==> config.mk <==
export PLATFORM = sky130hd
export DESIGN_NAME = bcd_digit_counter_flat
export DESIGN_NICKNAME = d
export VERILOG_FILES = /design/src/rtl/bcd_digit_counter_if.sv /design/src/rtl/bcd_digit_counter.sv /design/src/flat_wrapper.sv
export SDC_FILE = /design/constraint.sdc
export NUM_CORES = 1
export LEC_CHECK = 0
export CORE_MARGIN = 8
export CORE_UTILIZATION = 54
export DETAILED_ROUTE_END_ITERATION = 8
export GPL_TIMING_DRIVEN = 0
export PLACE_DENSITY_LB_ADDON = 0.25
export SLEW_MARGIN = 20
export SYNTH_ARGS = -nofsm -noshare
export SYNTH_HDL_FRONTEND = slang
export SYNTH_SLANG_ARGS = --single-unit
==> constraint.sdc <==
create_clock -name clk -period 3.8 [get_ports clk]
set_clock_uncertainty 0.05 [all_clocks]
set_input_delay 1.14 -clock clk [delete_from_list [all_inputs] [get_ports clk]]
set_output_delay 1.14 -clock clk [all_outputs]
set_load 0.02 [all_outputs]
==> src/rtl/bcd_digit_counter_if.sv <==
// ---------------------------------------------------------------------------
// bcd_digit_counter_if
//   Bundles the button, load and digit/status signals of one BCD digit.
//   master : drives buttons and load (stimulus or upstream control)
//   slave  : the counter itself; drives digit bits a0..a3 and the
//            carry / borrow / load_err pulses
// ---------------------------------------------------------------------------
interface bcd_digit_counter_if;
    logic       btn_up;
    logic       btn_down;
    logic       load;
    logic [3:0] load_val;
    logic       a0;
    logic       a1;
    logic       a2;
    logic       a3;
    logic       carry;
    logic       borrow;
    logic       load_err;

    modport master (
        output btn_up, btn_down, load, load_val,
        input  a0, a1, a2, a3, carry, borrow, load_err
    );

    modport slave (
        input  btn_up, btn_down, load, load_val,
        output a0, a1, a2, a3, carry, borrow, load_err
    );
endinterface

==> src/rtl/bcd_digit_counter.sv <==
// ---------------------------------------------------------------------------
// bcd_digit_counter
//   Single BCD digit (0..9) counted up/down by two debounced raw pushbuttons,
//   with a synchronous parallel load. carry/borrow pulse on wrap so digits
//   can be cascaded; load_err flags a load of a non-BCD value.
// Ports
//   clk  : rising-edge system clock
//   rst  : asynchronous, active-high reset
//   bus  : slave modport of bcd_digit_counter_if
//          in : btn_up, btn_down (raw, async), load, load_val[3:0]
//          out: a0..a3 (digit, a0 = LSB), carry, borrow, load_err (registered)
// ---------------------------------------------------------------------------
module bcd_digit_counter #(
    parameter int DEBOUNCE_CYCLES = 1_000_000,
    parameter int DB_W            = 20
) (
    input  logic                 clk,
    input  logic                 rst,
    bcd_digit_counter_if.slave   bus
);

    typedef enum logic [1:0] {
        IDLE      = 2'd0,
        ARMING    = 2'd1,
        HELD      = 2'd2,
        RELEASING = 2'd3
    } db_state_e;

    localparam logic [DB_W-1:0] DB_ZERO = {DB_W{1'b0}};
    localparam logic [DB_W-1:0] DB_ONE  = {{(DB_W-1){1'b0}}, 1'b1};
    localparam logic [DB_W-1:0] DB_LAST = DB_W'(DEBOUNCE_CYCLES - 1);

    // Index 0 = up button, index 1 = down button throughout.
    logic [1:0]      sync1_r;
    logic [1:0]      sync2_r;
    db_state_e       state_r [2];
    db_state_e       state_s [2];
    logic [DB_W-1:0] cnt_r   [2];
    logic [DB_W-1:0] cnt_s   [2];
    logic [1:0]      press_s;
    logic [1:0]      press_r;

    logic [3:0]      digit_r;
    logic [3:0]      digit_s;
    logic            carry_r;
    logic            carry_s;
    logic            borrow_r;
    logic            borrow_s;
    logic            load_err_r;
    logic            load_err_s;

    // Two-flop synchroniser for the asynchronous pushbuttons.
    always_ff @(posedge clk or posedge rst) begin
        if (rst) begin
            sync1_r <= 2'b00;
            sync2_r <= 2'b00;
        end else begin
            sync1_r <= {bus.btn_down, bus.btn_up};
            sync2_r <= sync1_r;
        end
    end

    // Debounce FSM next state: a press qualifies only after DEBOUNCE_CYCLES
    // consecutive high samples, and must be released just as long before
    // another press can be recognised (no auto-repeat while held).
    always_comb begin
        for (int i = 0; i < 2; i++) begin
            state_s[i] = state_r[i];
            cnt_s[i]   = cnt_r[i];
            press_s[i] = 1'b0;
            case (state_r[i])
                IDLE: begin
                    if (sync2_r[i]) begin
                        state_s[i] = ARMING;
                        cnt_s[i]   = DB_ONE;
                    end else begin
                        cnt_s[i]   = DB_ZERO;
                    end
                end
                ARMING: begin
                    if (!sync2_r[i]) begin
                        state_s[i] = IDLE;
                        cnt_s[i]   = DB_ZERO;
                    end else if (cnt_r[i] == DB_LAST) begin
                        state_s[i] = HELD;
                        cnt_s[i]   = DB_ZERO;
                        press_s[i] = 1'b1;
                    end else begin
                        cnt_s[i]   = cnt_r[i] + DB_ONE;
                    end
                end
                HELD: begin
                    if (!sync2_r[i]) begin
                        state_s[i] = RELEASING;
                        cnt_s[i]   = DB_ONE;
                    end else begin
                        cnt_s[i]   = DB_ZERO;
                    end
                end
                RELEASING: begin
                    if (sync2_r[i]) begin
                        state_s[i] = HELD;
                        cnt_s[i]   = DB_ZERO;
                    end else if (cnt_r[i] == DB_LAST) begin
                        state_s[i] = IDLE;
                        cnt_s[i]   = DB_ZERO;
                    end else begin
                        cnt_s[i]   = cnt_r[i] + DB_ONE;
                    end
                end
                default: begin
                    state_s[i] = IDLE;
                    cnt_s[i]   = DB_ZERO;
                end
            endcase
        end
    end

    // Debounce FSM state, counters and the registered one-cycle press pulses.
    always_ff @(posedge clk or posedge rst) begin
        if (rst) begin
            for (int i = 0; i < 2; i++) begin
                state_r[i] <= IDLE;
                cnt_r[i]   <= DB_ZERO;
            end
            press_r <= 2'b00;
        end else begin
            for (int i = 0; i < 2; i++) begin
                state_r[i] <= state_s[i];
                cnt_r[i]   <= cnt_s[i];
            end
            press_r <= press_s;
        end
    end

    // Digit update: load beats buttons (pulses are simply dropped), and
    // simultaneous up/down presses cancel each other.
    always_comb begin
        digit_s    = digit_r;
        carry_s    = 1'b0;
        borrow_s   = 1'b0;
        load_err_s = 1'b0;
        if (bus.load) begin
            if (bus.load_val <= 4'd9) begin
                digit_s    = bus.load_val;
            end else begin
                load_err_s = 1'b1;
            end
        end else if (press_r[0] && press_r[1]) begin
            digit_s = digit_r;
        end else if (press_r[0]) begin
            if (digit_r == 4'd9) begin
                digit_s = 4'd0;
                carry_s = 1'b1;
            end else begin
                digit_s = digit_r + 4'd1;
            end
        end else if (press_r[1]) begin
            if (digit_r == 4'd0) begin
                digit_s  = 4'd9;
                borrow_s = 1'b1;
            end else begin
                digit_s  = digit_r - 4'd1;
            end
        end else begin
            digit_s = digit_r;
        end
    end

    // Digit and status pulses; the pulses line up with the new digit value.
    always_ff @(posedge clk or posedge rst) begin
        if (rst) begin
            digit_r    <= 4'd0;
            carry_r    <= 1'b0;
            borrow_r   <= 1'b0;
            load_err_r <= 1'b0;
        end else begin
            digit_r    <= digit_s;
            carry_r    <= carry_s;
            borrow_r   <= borrow_s;
            load_err_r <= load_err_s;
        end
    end

    assign bus.a0       = digit_r[0];
    assign bus.a1       = digit_r[1];
    assign bus.a2       = digit_r[2];
    assign bus.a3       = digit_r[3];
    assign bus.carry    = carry_r;
    assign bus.borrow   = borrow_r;
    assign bus.load_err = load_err_r;

endmodule

==> src/flat_wrapper.sv <==
// flat-port wrapper written by rule: the top's interface ports become plain ports
module bcd_digit_counter_flat 
#(
    parameter int DEBOUNCE_CYCLES = 1_000_000,
    parameter int DB_W            = 20
)
  (clk, rst, bus_btn_up, bus_btn_down, bus_load, bus_load_val, bus_a0, bus_a1, bus_a2, bus_a3, bus_carry, bus_borrow, bus_load_err);
  bcd_digit_counter_if bus_i ();
  input  logic clk;
  input  logic rst;
  input wire logic [$bits(bus_i.btn_up)-1:0] bus_btn_up;
  input wire logic [$bits(bus_i.btn_down)-1:0] bus_btn_down;
  input wire logic [$bits(bus_i.load)-1:0] bus_load;
  input wire logic [$bits(bus_i.load_val)-1:0] bus_load_val;
  output wire logic [$bits(bus_i.a0)-1:0] bus_a0;
  output wire logic [$bits(bus_i.a1)-1:0] bus_a1;
  output wire logic [$bits(bus_i.a2)-1:0] bus_a2;
  output wire logic [$bits(bus_i.a3)-1:0] bus_a3;
  output wire logic [$bits(bus_i.carry)-1:0] bus_carry;
  output wire logic [$bits(bus_i.borrow)-1:0] bus_borrow;
  output wire logic [$bits(bus_i.load_err)-1:0] bus_load_err;
  assign bus_i.btn_up = bus_btn_up;
  assign bus_i.btn_down = bus_btn_down;
  assign bus_i.load = bus_load;
  assign bus_i.load_val = bus_load_val;
  assign bus_a0 = bus_i.a0;
  assign bus_a1 = bus_i.a1;
  assign bus_a2 = bus_i.a2;
  assign bus_a3 = bus_i.a3;
  assign bus_carry = bus_i.carry;
  assign bus_borrow = bus_i.borrow;
  assign bus_load_err = bus_i.load_err;
  bcd_digit_counter #(.DEBOUNCE_CYCLES(DEBOUNCE_CYCLES), .DB_W(DB_W)) u_core (.clk(clk), .rst(rst), .bus(bus_i));
endmodule
======== Yosys cells after proc, flatten, opt, wreduce, memory -nomap -nowiden ========
Index checks and enable logic that the tools add are counted.
Widths: inputs -> output; s select.
word-level totals
  register bits after elaboration ......... 57
  memory bits (read-only) ................. 0
  bits in latches ......................... 0
  input port bits ......................... 9
  RAM bits ................................ 0
  memories ................................ 0
operators by class
  $mul .................................... 0
  muxes and demuxes ....................... 50
  $lt $le $gt $ge ......................... 1
  shifts and indexed selects .............. 0
  reduce and logical (&&, ||, !) cells .... 8
  bitwise logic cells ..................... 0
  add/subtract/negate cells ............... 4
  equality and inequality tests ........... 19
  divide/modulo/power cells ............... 0
operators by type and width
  kind                   number
  $pmux 20 s4            2
  $mux 20                6
  $add 20x1->20 const B  2
  $eq 20x20->1 const B   2
  $mux 4                 7
  $mux 2                 12
  $mux 1                 21
  $pmux 2 s4             2
  $eq 2x2->1 const B     4
  $reduce_and 4->1       2
  $ne 2x1->1 const B     3
  $ne 2x2->1 const B     3
  $ne 3x1->1 const B     2
  $ne 3x3->1 const B     2
  $add 4x1->4 const B    1
  $eq 2x1->1 const B     2
  $eq 4x4->1 const B     1
  $le 4x4->1 const B     1
  $logic_not 2->1        2
  $logic_not 4->1        1
  $sub 4x1->4 const B    1
  $reduce_and 3->1       1
  $reduce_bool 3->1      1
  $logic_and 1x1->1      1

======== Depth between registers and ports, before layout ========
Gate-level depths: netlist of the first run.
  depth in word-level cells ............... 6
  gate-level depth with buffers ........... 7
  mapped depth without buffers ............ 5

======== Worst setup path after synthesis of the first run ========
OpenSTA, ideal clock, no wires.
  kind .................................... input -> register
  from .................................... in bus_load
  to ...................................... reg u_core.digit_r[0]
  setup slack ............................. 1.714 ns
  data required time ...................... 3.628 ns
  arrival ................................. 1.915 ns
  cell stages on the path ................. 4
  path through ............................ clkbuf_1 > o21ai_1 > mux2i_1 > nand2_1
on the way
  longest elaborated chain between the ends .. 2
ends and longest elaborated chain
  element                                             line                      RTL
  start, declared                                     flat_wrapper.sv:13        input wire logic [$bits(bus_i.load)-1:0] bus_load;
  $ne 2x1->1 (no line), or another cell as far along  n/a
  $reduce_and 3->1 (no line)                          n/a
  end signal, assigned                                bcd_digit_counter.sv:178  digit_r <= digit_s;
  end, declared                                       bcd_digit_counter.sv:43   logic [3:0] digit_r;
Several ways; a longest one is shown, not always the timed one.
A chain may end at the register's enable or synchronous reset.

======== Final worst setup path of the first run ========
  from .................................... reg u_core.digit_r[0]
  to ...................................... out bus_a0
RTL lines
  element        line                RTL
  end, declared  flat_wrapper.sv:15  output wire logic [$bits(bus_i.a0)-1:0] bus_a0;
No word-level cell between the ends.

==> impl_metrics.ini, run 1 <==
[synth]
ys_seq_area_share_pct = 50.64
syn_nets = 303
yosys-top-cells-count = dfrtp_1 (57), nor2_1 (30), nand2_1 (21)
synth_flop_cell = dfrtp_1
async_flop_share_pct = 100.0
synth-simple-area-share_pct = 24.61
synth_edf_count = 0
ys_types = 45
synth_top_family_by_area = simple AND/OR/NAND/NOR gates
syn_area_sq_mm = 0.002816
syn-mean-instance-area_sq_um = 9.645
synthAdderAreaFrac_pct = 0.8885
synthTopCellsByArea = dfrtp_1 (51%), xnor2_1 (5.6%), nor2_1 (4.0%), or4_1 (2.9%), a21oi_1 (2.8%)
syn-instance-count = 292
synth.area.mux_share_pct = 1.155
synth.most_common_cell = dfrtp_1
synthXorXnorAreaFrac_pct = 7.774
synth.top_cell.area_share_pct = 50.64
yosysWarningCount = 0
synth_compound_area_share_pct = 10.80
ys_seq_elements = 57
synth_top_cell_by_area = dfrtp_1

[floorplanning]
die_w_um = 88.22
coreArea_sq_mm = 0.005075
ioPinCount = 16
start_util_pct = 55.50
dieArea_sq_mm = 0.007783
core.rowCount = 26
fp.dieH_um = 88.22

[timing]
hold_viol = 0
rsz0062_at_grt = no
slew_viol_final = 0
setup_ws_ns = 1.259
worst_pin_slew_ns = 0.6850
period_share_pct = 66.88
fin_crit_ns = 2.541
setup_violations = 0
slew_headroom_pct = 54.34
fmaxAchievable_ghz = 0.3935
fin_setup_tns_ns = 0

[cells_and_area]
area_delta_synth_final_pct = 14.53
diodes = 0
final_layout_size_suffix_gt1_share_pct = 8.750
layout.nets = 329

[route]
viasPerCell = 5.554
vias = 2166
wl_per_cell_um = 13.64
postRouteAntennaNets = 0
dr.pass1.iters = 4
drc = 0
drtIter0Drc = 83
totalWireLength_um = 5320

[power_and_ir_drop]
p_per_area_mw_per_mm2 = 389.6
ir_drop_mv = 0.2157
cellLeakagePower_uw = 0.001226

[global_routing]
grt_first_pass_wirelength_um = 9363
track_usage_pct = 15.42
grt_pass1_vias = 2054
overflow = 0
antenna_found_initial = 0
grt_max_degree = 58

[clock_tree]
cts_tree = built
ctsHoldBuffers = 0
clkLatencyLatePin_ns = 0.33
ctsRootBufferMaster = clkbuf_8
cts.repair.resized = 0
postCtsSetupRepairBufs = 0
cts_buffers = 9
clkTransAtPathRegs_ns = 0.06
h-tree-depth = 3
cts_sinks = 57
clockBufferDepth = 2

[setup_path]
critical-path-slowest-cell = clkdlybuf4s50_1
end_kind = primary output
path_delay_family = buffers and inverters
path_cells = clkdlybuf4s50_1
reg2reg_to = u_core.cnt_r[0]
path_max_fanout = 5
startpoint_type = register
cp.arrival_ns = 1.35
path_class = register to primary output
worst-path-buf-inv = 1
slowest_delay_ns = 0.62
required_ns = 2.61
r2r_start = u_core.cnt_r[0]
r2r_cells = 6
r2r_slack_ns = 1.55

[min_path]
min_path_type = register to register
worstHoldEndpoint = u_core.sync2_r[0]
holdPathStages = 0
min-delay-start = u_core.sync1_r[0]

[place]
dp_slack_ns = 1.078
hpwlAfterDp_um = 3597
numPortBuffers = 15
globalplace.congestion = 0.8029

[job]
cap_viol_max_count = 0

[status]
status = complete, no violations
-- sequential cells by signal, indices dropped and copies added (netlist names), named ones only --
register	cells
u_core.sync1_r	2
u_core.digit_r	4
u_core.press_r	2
u_core.bus.carry	1
u_core.cnt_r	40
u_core.state_r	2
u_core.sync2_r	2
u_core.bus.load_err	1
u_core.bus.borrow	1
-- layer usage --
metal | routed length (um) | up-vias | global-route usage [%] | part of all wire (%)
met3 | 214 | 4 | 4.735 | 4.0
met5 | 0 | - | 0 | 0
met2 | 2517 | 40 | 24.30 | 47
met4 | 53 | 0 | 5.991 | 1.0
li1 | - | 1084 | - | -
met1 | 2535 | 1038 | 19.29 | 48
-- cell usage in the layout (no fill, tap or decap), types with 12 or more instances in the layout --
| cell type | n |
|---|---|
| nand2_1 | 21 |
| xnor2_1 | 18 |
| inv_1 | 14 |
| nor2_1 | 30 |
| clkbuf_8 | 12 |
| a21oi_1 | 16 |
| dfrtp_1 | 57 |
| clkdlybuf4s50_1 | 15 |
| nand3_1 | 12 |
-- worst max path at each step --
stage	slack [ns]	endpoint	cells after the start	start
final	1.26	bus_a0	1	u_core.digit_r[0]
after global routing	1.19	bus_a0	1	u_core.digit_r[0]
after CTS	1.23	bus_a0	1	u_core.digit_r[0]
after detailed placement	1.08	u_core.digit_r[1]	5	bus_load
after global placement	0.21	u_core.cnt_r[36]	2	rst
after floorplan	1.21	async pin	1	rst
-- report_power, final --
part           internal (uW)  switching, uW  leakage [uW]  total, uW
clock                    279            211     0.0000875        491
combinational           55.0           77.7      0.000369        133
sequential               622           11.3      0.000769        633
total                    956            300       0.00123       1260
-- layout make-up --
cell class                      instances  area [sq um]
Tap cell                               70         87.58
Fill cell                             445          1849
Inverter                               15         58.81
Sequential cell                        57          1426
Timing Repair Buffer                   15         150.1
Clock buffer                           13         168.9
Buffer                                 14         60.06
Multi-Input combinational cell        206          1274
-- per-stage QoR --
step                utilization, %  cells  power (uW)  hold WS (ns)  cell area, sq um
floorplan                        -    292       730.7        0.2812              2816
global route                 63.56    390        1323        0.3081              3226
finish                       63.56    390        1257        0.2964              3226
global placement             60.18    377       776.0        0.2864              3054
detailed placement           60.23    377       778.9        0.2847              3057
CTS                          63.56    390        1275        0.2977              3226
-- logic make-up (layout without fill, tap and decap cells) --
kind of cell,Yosys count,in the layout
AOI/OAI and AO/OA,49,49
xor gates and xnor gates,25,25
adders and majority gates,2,2
buffers and inverters,29,57
DFF,57,57
muxes,3,3
and+or+nand+nor,127,127
(Power assumes the default switching activity.)
==> inputs of run 2 (changes only) <==
Settings changed: CORE_UTILIZATION 54 to 53.
Clock period 3.8 ns to 2.3 ns, I/O delays scaled along.
==> run 2 against run 1 <==
Global-route usage decreased by 0.33 points; setup slack got worse by 1.1 ns; via count increased by 0.74%; critical path depth increased by 5; sequential power increased by 66%; non-clock buffer count increased by 1; highest routed layer unchanged.
==> impl_metrics.ini, run 2 (same netlist as run 1, synthesis figures left out) <==
[cells_and_area]
diodes = 0
largestRegisters = u_core.cnt_r x40, u_core.digit_r x4
seq_area_sq_mm = 0.001426
final_cell_area_sq_mm = 0.003283
multiInputGateArea_sq_mm = 0.001314
top_register = u_core.cnt_r
largest_reg_flops = 40
final_layout_size_suffix_gt1_share_pct = 11.42
layout.nets = 330
area_delta_synth_final_pct = 16.57
fill_cells = 439
final_cell_mix = dfrtp_1 (57), nor2_1 (30), nand2_1 (20), xnor2_1 (18), a21oi_1 (16)
final_common_cell = dfrtp_1

[route]
wl_per_cell_um = 13.53
dr_wl_met2_um = 2654
met1Wirelength_um = 2422
postRouteAntennaNets = 0
vias = 2182
top_layer = met4
drtIter0Drc = 108
route.met3.wl_um = 207
drc = 0
dr.pass1.iters = 4
viasPerCell = 5.538
totalWireLength_um = 5332

[clock_tree]
h-tree-depth = 3
clkLatencyLatePin_ns = 0.33
cts_buffers = 9
cts_tree = built
ctsHoldBuffers = 0
clkTransAtPathRegs_ns = 0.07
clockBufferDepth = 2
ctsRootBufferMaster = clkbuf_8
cts_sinks = 57

[setup_path]
path_cells = ha_2 > nand2_2 > or4_1 > buf_2 > or4_4 > a21oi_2
startpoint_type = register
slowest_delay_ns = 0.51
cp.arrival_ns = 2.39
critical-path-slowest-cell = or4_1
r2r_start = u_core.cnt_r[20]
r2r_slack_ns = 0.11
path_delay_family = simple AND/OR/NAND/NOR gates
r2r_cells = 6
worst-path-buf-inv = 1
end_kind = register
path_class = register to register
path_max_fanout = 7
reg2reg_to = u_core.cnt_r[38]
required_ns = 2.50

[global_routing]
grt_max_degree = 58
overflow = 0
grt_pass1_vias = 2091
grt_first_pass_wirelength_um = 9252
antenna_found_initial = 0
track_usage_pct = 15.09

[floorplanning]
coreArea_sq_mm = 0.005107
core.rowCount = 26
dieArea_sq_mm = 0.007902
start_util_pct = 55.14
fp.dieH_um = 88.90
die_w_um = 88.90
ioPinCount = 16

[power_and_ir_drop]
internal_power_uw = 1566
p_clk_share_pct = 38.7
p_per_area_mw_per_mm2 = 632.4
switching_share_pct = 24.56
ir_drop_mv = 0.4551
p_switching_uw = 509.9
p_seq_share_pct = 50.6
cellLeakagePower_uw = 0.001258
p_comb_share_pct = 10.8

[timing]
fmaxAchievable_ghz = 0.4575
hold_viol = 0
slew_headroom_pct = 54.34
period_share_pct = 95.03
whs_ns = 0.3051
fin_crit_ns = 2.186
setup_ws_ns = 0.1144
slew_viol_final = 0
setup_violations = 0
worst_pin_slew_ns = 0.6849
rsz0062_at_grt = no

[job]
cap_viol_max_count = 0

[min_path]
worstHoldEndpoint = u_core.sync2_r[1]
holdPathStages = 0
min-delay-start = u_core.sync1_r[1]
min_path_type = register to register

[place]
hpwlAfterDp_um = 3631
dpl_cell_area_sq_mm = 0.003057
dp_slack_ns = 0.002250
numPortBuffers = 15
globalplace.congestion = 0.8556

[status]
status = complete, no violations
==> run 2: changes by cell type in the layout (fill, tap and decap cells not counted), sizes merged <==
cell | previous run | this run
clkbuf | 24 | 25
clkinv | 0 | 3
==> run 2: per-layer routing <==
metal | vias to the layer above | track usage (%)
met1 | 1058 | 18.56
met4 | 0 | 6.298
met5 | - | 0
met3 | 4 | 4.871
li1 | 1082 | -
met2 | 38 | 23.79
==> run 2: worst max path at each step <==
| stage | startpoint | end | slack [ns] | cells after the start |
|---|---|---|---|---|
| global placement | rst | u_core.cnt_r[27] | -0.84 | 2 |
| global route | u_core.cnt_r[0] | u_core.cnt_r[18] | 0.03 | 6 |
| detailed placement | u_core.cnt_r[27] | u_core.cnt_r[31] | 0.002 | 6 |
| CTS | u_core.cnt_r[0] | u_core.cnt_r[0] | 0.006 | 6 |
| floorplan | rst | async pin | 0.16 | 1 |
| finish | u_core.cnt_r[20] | u_core.cnt_r[38] | 0.11 | 6 |
==> run 2: worst register-to-register path: cells and delay by family (launching register included) <==
family,cells,cell delay (ns)
buf+inv,1,0.18
compound gates,1,0.15
simple gates,3,1.11
flops,1,0.40
fa+ha+maj,1,0.23
==> run 2: layout make-up <==
class / count / area share [%]
well taps: 70 / 2.668
plain buffers: 14 / 1.982
inverters: 15 / 1.791
clock inverters: 3 / 0.4573
repair buffers: 16 / 4.802
clock buffers: 13 / 4.840
flip-flops and latches: 57 / 43.45
multi-input cells: 206 / 40.02
==> run 2: timing repair <==
item                                   4_1_cts  5_1_grt
endpoints found under the hold margin        0        0
resized for setup                            1       11
buffers inserted                             0        1
pin swaps                                    0        1
setup endpoints to repair                   10       31
==> run 2: power groups by stage <==
stage / sequential [uW] / combinational [uW] / clock, uW
after floorplan: 1080 / 128 / 0
after global placement: 1070 / 216 / 0
after detailed placement: 1070 / 221 / 0
after CTS: 1050 / 221 / 832
after global routing: 1050 / 251 / 875
final: 1050 / 223 / 803
==> run 2: stage by stage <==
| stage | utilization (%) | std cells | TNS [ns] | total power (uW) |
|---|---|---|---|---|
| floorplan | - | 292 | 0 | 1207 |
| global placement | 59.80 | 377 | -47.77 | 1281 |
| detailed placement | 59.85 | 377 | 0 | 1288 |
| CTS | 63.38 | 393 | 0 | 2103 |
| global route | 64.28 | 394 | 0 | 2180 |
| finish | 64.28 | 394 | 0 | 2076 |
